$ cat src/rtl/i2c_log_arbiter.sv
`default_nettype none
// ============================================================================
//  Module   : i2c_log_arbiter
//  Purpose  : Round-robin scheduler sharing the debug I2C frame logger between
//             N_REQ (page,value) producers. Holds one pending sample per
//             requester, issues one logger transaction at a time and enforces
//             a fixed idle gap after each transaction.
//  Options  : LOG_ARB_WDOG_EN - enables the busy-high watchdog in WAIT_LO and
//             the wdog_cnt abort counter (tied to 0 otherwise).
//  Revision : 1.0 - initial release
// ============================================================================
module i2c_log_arbiter #(
  parameter int N_REQ         = 4,
  parameter int GAP_CYC       = 64,
  parameter int BUSY_RISE_MAX = 8,
  parameter int WDOG_CYC      = 2700000
) (
  input  logic                 cam1_pclk,
  input  logic                 cam_resetn,
  input  logic [N_REQ-1:0]     req_valid,
  input  logic [8*N_REQ-1:0]   req_page,
  input  logic [16*N_REQ-1:0]  req_value,
  output logic [N_REQ-1:0]     pend,
  input  logic                 log_busy,
  output logic                 log_new,
  output logic [7:0]           log_page,
  output logic [15:0]          log_value,
  output logic [2:0]           grant_id,
  output logic [15:0]          drop_cnt,
  output logic [7:0]           wdog_cnt
);

  // Elaboration-time sanity check of the configuration.
  if (N_REQ < 2 || N_REQ > 8 || GAP_CYC < 1 || BUSY_RISE_MAX < 1 || WDOG_CYC < 1) begin : g_param_check
    $error("i2c_log_arbiter: illegal parameter combination");
  end

  // One counter serves both the busy-rise timeout and the idle gap.
  localparam int CNT_MAX = (GAP_CYC > BUSY_RISE_MAX) ? GAP_CYC : BUSY_RISE_MAX;
  localparam int CW      = $clog2(CNT_MAX + 1);

  typedef enum logic [2:0] {
    S_IDLE    = 3'd0,
    S_ISSUE   = 3'd1,
    S_WAIT_HI = 3'd2,
    S_WAIT_LO = 3'd3,
    S_GAP     = 3'd4
  } state_t;

  state_t          state_q, state_d;
  logic [CW-1:0]   cnt_q, cnt_d;
  logic [2:0]      rr_ptr_q, rr_ptr_d;
  logic [N_REQ-1:0] pend_q, pend_d;
  logic [7:0]      slot_page_q  [N_REQ];
  logic [7:0]      slot_page_d  [N_REQ];
  logic [15:0]     slot_value_q [N_REQ];
  logic [15:0]     slot_value_d [N_REQ];
  logic            log_new_q, log_new_d;
  logic [7:0]      log_page_q, log_page_d;
  logic [15:0]     log_value_q, log_value_d;
  logic [2:0]      grant_id_q, grant_id_d;
  logic [15:0]     drop_cnt_q, drop_cnt_d;

  logic            do_grant;
  logic            hi_found;
  logic [2:0]      hi_idx;
  logic [2:0]      any_idx;
  logic [2:0]      gnt_sel;
  logic [N_REQ-1:0] gnt_vec;
  logic [3:0]      n_drop;
  logic [16:0]     drop_sum;

`ifdef LOG_ARB_WDOG_EN
  localparam int WW = $clog2(WDOG_CYC + 1);
  logic [WW-1:0]   wd_q, wd_d;
  logic [7:0]      wdog_cnt_q, wdog_cnt_d;
`endif

  // Round-robin pick: lowest pending index at or above rr_ptr, else lowest overall.
  always_comb begin
    hi_found = 1'b0;
    hi_idx   = 3'd0;
    any_idx  = 3'd0;
    for (int i = N_REQ - 1; i >= 0; i--) begin
      if (pend_q[i]) begin
        any_idx = 3'(i);
        if (3'(i) >= rr_ptr_q) begin
          hi_found = 1'b1;
          hi_idx   = 3'(i);
        end
      end
    end
    gnt_sel  = hi_found ? hi_idx : any_idx;
    do_grant = (state_q == S_IDLE) && (|pend_q) && !log_busy;
    for (int i = 0; i < N_REQ; i++) begin
      gnt_vec[i] = do_grant && (gnt_sel == 3'(i));
    end
  end

  // Slot capture, pending flags and saturating overwrite counter.
  always_comb begin
    pend_d = pend_q;
    n_drop = 4'd0;
    for (int i = 0; i < N_REQ; i++) begin
      slot_page_d[i]  = slot_page_q[i];
      slot_value_d[i] = slot_value_q[i];
      if (req_valid[i]) begin
        slot_page_d[i]  = req_page[8*i +: 8];
        slot_value_d[i] = req_value[16*i +: 16];
        pend_d[i]       = 1'b1;
        // A sample being granted this cycle leaves the slot, so it is not lost.
        if (pend_q[i] && !gnt_vec[i]) begin
          n_drop = n_drop + 4'd1;
        end
      end else if (gnt_vec[i]) begin
        pend_d[i] = 1'b0;
      end
    end
    drop_sum   = {1'b0, drop_cnt_q} + {13'd0, n_drop};
    drop_cnt_d = drop_sum[16] ? 16'hFFFF : drop_sum[15:0];
  end

  // Transaction sequencing: grant, issue strobe, busy handshake, idle gap.
  always_comb begin
    state_d     = state_q;
    cnt_d       = cnt_q;
    rr_ptr_d    = rr_ptr_q;
    log_new_d   = 1'b0;
    log_page_d  = log_page_q;
    log_value_d = log_value_q;
    grant_id_d  = grant_id_q;
`ifdef LOG_ARB_WDOG_EN
    wd_d        = wd_q;
    wdog_cnt_d  = wdog_cnt_q;
`endif
    case (state_q)
      S_IDLE: begin
        if (do_grant) begin
          for (int i = 0; i < N_REQ; i++) begin
            if (gnt_sel == 3'(i)) begin
              log_page_d  = slot_page_q[i];
              log_value_d = slot_value_q[i];
            end
          end
          grant_id_d = gnt_sel;
          rr_ptr_d   = (gnt_sel == 3'(N_REQ - 1)) ? 3'd0 : gnt_sel + 3'd1;
          log_new_d  = 1'b1;
          state_d    = S_ISSUE;
        end
      end
      S_ISSUE: begin
        cnt_d   = '0;
        state_d = S_WAIT_HI;
      end
      S_WAIT_HI: begin
        if (log_busy) begin
          cnt_d   = '0;
`ifdef LOG_ARB_WDOG_EN
          wd_d    = '0;
`endif
          state_d = S_WAIT_LO;
        end else if (cnt_q == CW'(BUSY_RISE_MAX - 1)) begin
          // Logger never acknowledged; treat the transaction as finished.
          cnt_d   = '0;
          state_d = S_GAP;
        end else begin
          cnt_d = cnt_q + 1'b1;
        end
      end
      S_WAIT_LO: begin
        if (!log_busy) begin
          cnt_d   = '0;
          state_d = S_GAP;
        end
`ifdef LOG_ARB_WDOG_EN
        else if (wd_q == WW'(WDOG_CYC - 1)) begin
          // Logger hung: abandon the sample and keep serving the others.
          cnt_d      = '0;
          state_d    = S_GAP;
          wdog_cnt_d = (wdog_cnt_q == 8'hFF) ? 8'hFF : wdog_cnt_q + 8'd1;
        end else begin
          wd_d = wd_q + 1'b1;
        end
`endif
      end
      S_GAP: begin
        if (cnt_q == CW'(GAP_CYC - 1)) begin
          state_d = S_IDLE;
        end else begin
          cnt_d = cnt_q + 1'b1;
        end
      end
      default: begin
        state_d = S_IDLE;
      end
    endcase
  end

  // All state flops; reset abandons any in-flight transaction immediately.
  always_ff @(posedge cam1_pclk or negedge cam_resetn) begin
    if (!cam_resetn) begin
      state_q     <= S_IDLE;
      cnt_q       <= '0;
      rr_ptr_q    <= 3'd0;
      pend_q      <= '0;
      log_new_q   <= 1'b0;
      log_page_q  <= 8'd0;
      log_value_q <= 16'd0;
      grant_id_q  <= 3'd0;
      drop_cnt_q  <= 16'd0;
      for (int i = 0; i < N_REQ; i++) begin
        slot_page_q[i]  <= 8'd0;
        slot_value_q[i] <= 16'd0;
      end
`ifdef LOG_ARB_WDOG_EN
      wd_q        <= '0;
      wdog_cnt_q  <= 8'd0;
`endif
    end else begin
      state_q     <= state_d;
      cnt_q       <= cnt_d;
      rr_ptr_q    <= rr_ptr_d;
      pend_q      <= pend_d;
      log_new_q   <= log_new_d;
      log_page_q  <= log_page_d;
      log_value_q <= log_value_d;
      grant_id_q  <= grant_id_d;
      drop_cnt_q  <= drop_cnt_d;
      for (int i = 0; i < N_REQ; i++) begin
        slot_page_q[i]  <= slot_page_d[i];
        slot_value_q[i] <= slot_value_d[i];
      end
`ifdef LOG_ARB_WDOG_EN
      wd_q        <= wd_d;
      wdog_cnt_q  <= wdog_cnt_d;
`endif
    end
  end

  assign pend      = pend_q;
  assign log_new   = log_new_q;
  assign log_page  = log_page_q;
  assign log_value = log_value_q;
  assign grant_id  = grant_id_q;
  assign drop_cnt  = drop_cnt_q;
`ifdef LOG_ARB_WDOG_EN
  assign wdog_cnt  = wdog_cnt_q;
`else
  assign wdog_cnt  = 8'h00;
`endif

endmodule
`default_nettype wire

$ cat config.mk
export PLATFORM = sky130hd
export DESIGN_NAME = i2c_log_arbiter
export DESIGN_NICKNAME = d
export VERILOG_FILES = /design/src/rtl/i2c_log_arbiter.sv
export SDC_FILE = /design/constraint.sdc
export NUM_CORES = 1
export LEC_CHECK = 0
export CELL_PAD_IN_SITES_DETAIL_PLACEMENT = 1
export CELL_PAD_IN_SITES_GLOBAL_PLACEMENT = 1
export CORE_UTILIZATION = 41
export CTS_BUF_LIST = sky130_fd_sc_hd__clkbuf_8
export DETAILED_ROUTE_END_ITERATION = 16
export GPL_TIMING_DRIVEN = 0
export PLACE_DENSITY = 0.9
export SETUP_SLACK_MARGIN = 0.3
export SYNTH_ARGS = -nofsm -noshare
export SYNTH_HDL_FRONTEND = slang
export SYNTH_SLANG_ARGS = --single-unit
$ cat constraint.sdc
create_clock -name cam1_pclk -period 5.85 [get_ports cam1_pclk]
set_input_delay 0.585 -clock cam1_pclk [delete_from_list [all_inputs] [get_ports cam1_pclk]]
set_output_delay 0.585 -clock cam1_pclk [all_outputs]
set_load 0.05 [all_outputs]
# Word level (Yosys, flattened, before mapping)

Index checks and enable logic that the tools add are counted.

Bits of input ports: 103
Register bits: 157
Output and inout bits: 56

Equal/unequal tests: 14
$lt $le $gt $ge: 4
Multiplexer cells: 60
Reduce and logical (&&, ||, !) cells: 28
Add/sub/neg operators: 6

Operator list:

| cell                | number |
|---|---|
| $mux 16             | 5 |
| $mux 3              | 16 |
| $mux 8              | 4 |
| $mux 7              | 4 |
| $pmux 7 s4          | 1 |
| $mux 4              | 6 |
| $mux 1              | 20 |
| $add 16x4->17       | 1 |
| $pmux 3 s5          | 1 |
| $add 4x1->4 const B | 3 |
| $eq 3x2->1 const B  | 4 |
| $logic_and 1x1->1   | 10 |
| $ne 2x2->1 const B  | 4 |
| $reduce_bool 2->1   | 4 |
| $reduce_bool 4->1   | 2 |
| $add 7x1->7 const B | 1 |
| $eq 7x3->1 const B  | 1 |
| $eq 7x6->1 const B  | 1 |
| $eq 3x1->1 const B  | 2 |
| $ge 1x3->1 const A  | 2 |
| $ge 2x3->1 const A  | 2 |
| $logic_not 3->1     | 2 |
| $mux 2              | 3 |
| $reduce_and 3->1    | 2 |
| 7 further kinds     | 11 |

# Longest topological paths before layout

Depth after elaboration: 27
Depth in mapped cells: 23
Gate-level depth less buffers: 22

# Worst setup path before layout

OpenSTA, ideal clock, no wires.

Path type: flip-flop to flip-flop
Start: register pend_q[1], in the netlist pend[1]
End: register drop_cnt_q[1], in the netlist drop_cnt[1]
Setup time: 65 ps
Data arrival time: 4950 ps
Cell stages (with the launch flop): 22
Setup slack: 834 ps
Required time: 5785 ps
Period minus slack after synthesis: 5016 ps
Path through: dfrtp_1 inv_1 a21oi_1 o22ai_1 a21oi_1 ha_1 buf_2 buf_2 a21oi_1 ha_1 a21o_2 ha_1 mux2_4 ha_1 mux2i_1 fa_1 nor2b_1 o21ai_0 a211oi_1 nand3_1 buf_2 nand2_1

Cells in the longest elaborated chain, start to end: 21
Elaborated cells between the ends (all ways): 41

Ends and longest elaborated chain:

| what                                    | line | source |
|---|---|---|
| from (decl)                             | 53   | `logic [N_REQ-1:0] pend_q, pend_d;` |
| from (signal assigned)                  | 223  | `pend_q <= pend_d;` |
| $mux 3 / $mux 1 (equally long branches) | 85   | `if (pend_q[i]) begin` |
| $mux 3 / $mux 1 (equally long branches) | 87   | `if (3'(i) >= rr_ptr_q) begin` |
| $mux 3 / $mux 1 (equally long branches) | 85   |  |
| $mux 3 *                                | 93   | `gnt_sel = hi_found ? hi_idx : any_idx;` |
| net gnt_sel[0]                          | 68   | `logic [2:0] gnt_sel;` |
| $logic_not 3->1                         | 96   | `gnt_vec[i] = do_grant && (gnt_sel == 3'(i));` |
| $logic_and 1x1->1                       | 96   |  |
| $logic_not 1->1                         | 112  | `if (pend_q[i] && !gnt_vec[i]) begin` |
| [7 not listed]                          | n/a  |  |
| $mux 4                                  | 112  |  |
| $mux 4                                  | 107  | `if (req_valid[i]) begin` |
| $add 4x1->4                             | 113  | `n_drop = n_drop + 4'd1;` |
| $mux 4                                  | 112  |  |
| $mux 4 *                                | 107  |  |
| $add 16x4->17 *                         | 119  | `drop_sum = {1'b0, drop_cnt_q} + {13'd0, n_drop};` |
| $mux 16 *                               | 120  | `drop_cnt_d = drop_sum[16] ? 16'hFFFF : drop_sum[15:0];` |
| net drop_cnt_d[1]                       | 62   | `logic [15:0] drop_cnt_q, drop_cnt_d;` |
| to (signal assigned)                    | 228  | `drop_cnt_q <= drop_cnt_d;` |
| to (decl)                               | 62   |  |

Mark *: on every way through the listed nets, which the timed path passes. The rest lies on a longest branch.
A chain may end at the register's enable or synchronous reset.

# Worst setup path after layout

Start: register pend_q[1], in the netlist pend[1]
End: register drop_cnt_q[15], in the netlist drop_cnt[15]

The elaborated chain is that of the path after synthesis.

==> impl_metrics.env <==
export IMPL_drt_pre_antenna_iters=4
export IMPL_grt_start_max_net_pins=91
export IMPL_worst_max_slew_pin_slew_ns=0.869
export IMPL_p_leak_nw=4.04
export IMPL_grt_usage_pct=23.4
export IMPL_place_congestion=0.811
export IMPL_antenna_violations_before_repair=1
export IMPL_hpwl_um=14500
export IMPL_layout_filler_cell_count=1833
export IMPL_power_per_cell_area_mw_per_mm2=461
export IMPL_cts_tree="built"
export IMPL_final_setup_skew_ns=0.0174
export IMPL_final_critical_path_time_including_i_o_delays_and_setup_ns=5.22
export IMPL_r2r_setup_slack_ns=0.63
export IMPL_vdd_drop_max_mv=0.265
export IMPL_totalNegativeSetupSlack_ns=0
export IMPL_die_width_um=135
export IMPL_area_growth_synth_to_final_pct=30.8
export IMPL_routed_wire_length_per_instance_um=19.4
export IMPL_cts_sinks=155
export IMPL_cts_root_buf="clkbuf_8"
export IMPL_timing_critical_path_to_type="flop"
export IMPL_grt_setup_unrepaired="no"
export IMPL_std_cell_core_area_sq_mm=0.0172
export IMPL_combined_area_of_all_synthesized_cells_sq_mm=0.00724
export IMPL_drt_total_wl_um=19900
export IMPL_initial_utilization_pct=42.0
export IMPL_critPathArrivalTime_ns=5.57
export IMPL_drv_cap=0
export IMPL_crit_path_max_fanout=10
export IMPL_port_buffers=145
export IMPL_vias_after_detailed_routing=5377
export IMPL_ctsHoldBuffers=0
export IMPL_setup_violations=0
export IMPL_critical_path_class="flop to flop"
export IMPL_clk_pin_slew_ns=0.10
export IMPL_cts_setup_buffers=0
export IMPL_seq_area_frac_synth_pct=53.6
export IMPL_finalMaxSlewViolations=0
export IMPL_drive_above_1_share_pct=20.4
export IMPL_max_freq_mhz=192
export IMPL_cts_max_path_buffers=2
export IMPL_grt_pass1_vias=5948
export IMPL_synth_yosys_warnings=0
export IMPL_die_area_sq_mm=0.0182
export IMPL_placement_rows=48
export IMPL_insertedDiodeCount=0
export IMPL_io_pins=159
export IMPL_syn_instance_count=615
export IMPL_required_ns=6.20
export IMPL_post_synthesis_sequential_element_count=155
export IMPL_grt_ovfl_total=0
export IMPL_post_synth_cell_area_avg_sq_um=11.8
export IMPL_min_path_type="input pin to asynchronous set/reset pin"
export IMPL_nets=904
export IMPL_dr_first_iter_drc_count=219
export IMPL_final_antenna_net_count=0
export IMPL_setup_worst_path_start_class="flop"
export IMPL_yosysUniqueCellTypes=51
export IMPL_worstReg2RegStart="pend[1]"
export IMPL_worst_r2r_endpoint="drop_cnt[15]"
export IMPL_finalHoldViolations=0
export IMPL_reg2reg_depth=19
export IMPL_insertion_delay_ns=0.46
export IMPL_layout_worst_path_cycle_share_pct=89.2
export IMPL_fp_dieH_um=135
export IMPL_relSlewSlack_pct=42.1
export IMPL_drc_markers=0
export IMPL_cts_buffers=17
export IMPL_result_of_the_run="completed"
export IMPL_htreeDepth=4
export IMPL_grt_pass1_wl_um=32000
export IMPL_hold_worst_slack_ns=0.0795
export IMPL_vias_per_cell=5.25
## cells by family (layout without fill, tap and decap cells)
kind of cell	count (synthesis)	after routing	synth area share, %
fa+ha+maj	13	13	2.35
buf+inv	51	228	3.41
xor+xnor	12	12	1.45
other cells	1	9	0.0518
mux	150	150	22.6
compound gates	96	96	7.64
flops	155	155	53.6
simple gates	137	137	8.91
## registers in the layout, indices dropped and copies added, names as in the netlist
name / flops
slot_page_q: 32
log_page: 8
slot_value_q: 64
drop_cnt: 16
log_value: 16
state_q: 3
grant_id: 2
pend: 4
cnt_q: 7
log_new: 1
rr_ptr_q: 2
## final cells by class
cell class | count | area [sq um] | area share [%]
Buffer | 41 | 215 | 2.27
Clock buffer | 17 | 234 | 2.47
Clock inverter | 14 | 183 | 1.93
Inverter | 10 | 37.5 | 0.397
Multi-Input combinational cell | 417 | 3150 | 33.3
Sequential cell | 155 | 3880 | 41.0
Tap cell | 225 | 282 | 2.97
Timing Repair Buffer | 146 | 1480 | 15.7
## where the power goes
part / switching (W) / internal [W]
sequential: 0.000165 / 0.00128
combinational: 0.00126 / 0.000779
clock: 0.000451 / 0.000431
total: 0.00187 / 0.00249
## cell usage in the layout (no fill, tap or decap), types with 4 or more instances in the layout
cell	count
nand3_1	12
a21oi_1	10
xnor2_1	5
nor2_1	9
nor2b_1	7
clkbuf_8	17
dfrtp_1	155
ha_1	12
inv_6	5
nand2_1	81
xor2_1	7
mux2_2	98
clkdlybuf4s50_1	144
nor4_1	4
conb_1	9
buf_4	9
o21ai_0	56
inv_1	10
mux2i_1	50
clkbuf_1	23
## worst max-delay path by stage
stage | to | from | cells past startpoint
after floorplan | drop_cnt[1] | pend[1] | 21
after global routing | drop_cnt[4] | pend[1] | 21
after global placement | slot_value_q[8] | cam_resetn | 1
after detailed placement | drop_cnt[9] | pend[1] | 22
after CTS | drop_cnt[9] | pend[1] | 22
final | drop_cnt[15] | pend[1] | 19
## metal layers
layer	vias to the layer above	global-route usage, %	share of wire (%)	routed length, um
met4	2	6.74	1.7	342
met2	127	40.5	52	10300
met1	2737	28.9	42	8380
met5	-	0	0.050	10
li1	2481	-	-	-
met3	30	5.52	4.5	903
## repair_timing
action | in CTS | in global routing
setup endpoints to repair | 12 | 16
resized for setup | 3 | 5
pin swaps | 0 | 0
## worst max-delay path: stages, from the launching register on
cell      delay (ns)
dfrtp_1         0.48
inv_1           0.12
a21oi_1         0.17
o22ai_1         0.11
a21oi_2         0.26
ha_1            0.21
buf_2           0.26
buf_6           0.22
a21oi_1         0.11
ha_1            0.30
a21o_2          0.24
ha_1            0.30
mux2_4          0.28
ha_1            0.29
mux2_4          0.27
ha_1            0.29
a211oi_1        0.36
o21ai_1         0.28
nand4b_1        0.20
mux2_2          0.35
## cell usage after synthesis, drive strengths merged
library cell  count  area share, %
a2111oi           1           0.12
a211o             1           0.12
a211oi            4           0.42
a21boi            2           0.21
a21o              5           0.55
a21oi            11           0.76
a31oi             3           0.26
and2              2           0.17
and3              5           0.52
and4              2           0.24
buf              17            1.6
clkbuf           24            1.3
conb              1          0.052
dfrtp           155             54
fa                1           0.28
ha               12            2.1
inv              10           0.52
mux2            100             16
mux2i            50            6.9
nand2            82            4.3
nand2b            2           0.17
nand3            12           0.83
nand4             1          0.087
nand4b            1           0.12
nor2              9           0.47
nor2b             7           0.61
nor3              3           0.21
nor4              5           0.64
o21ai            60            4.2
o21bai            1           0.10
o22ai             3           0.26
o2bb2a            1           0.14
o311ai            1           0.12
o31ai             2           0.21
o41ai             1           0.22
or2               3           0.26
or3               2           0.17
or3b              1           0.12
xnor2             5           0.61
xor2              7           0.85
## through the flow
stage | instance area, sq um | utilization (%) | cells | total power, W | worst slack [ns]
floorplan | 7270 | - | 623 | 0.00278 | 0.834
global placement | 9000 | 52.2 | 993 | 0.00339 | -2.27
detailed placement | 9030 | 52.4 | 994 | 0.00348 | 0.182
CTS | 9450 | 54.8 | 1025 | 0.00439 | 0.328
global route | 9470 | 54.9 | 1025 | 0.00461 | 0.358
finish | 9470 | 54.9 | 1025 | 0.00437 | 0.631
(Power assumes the default switching activity.)
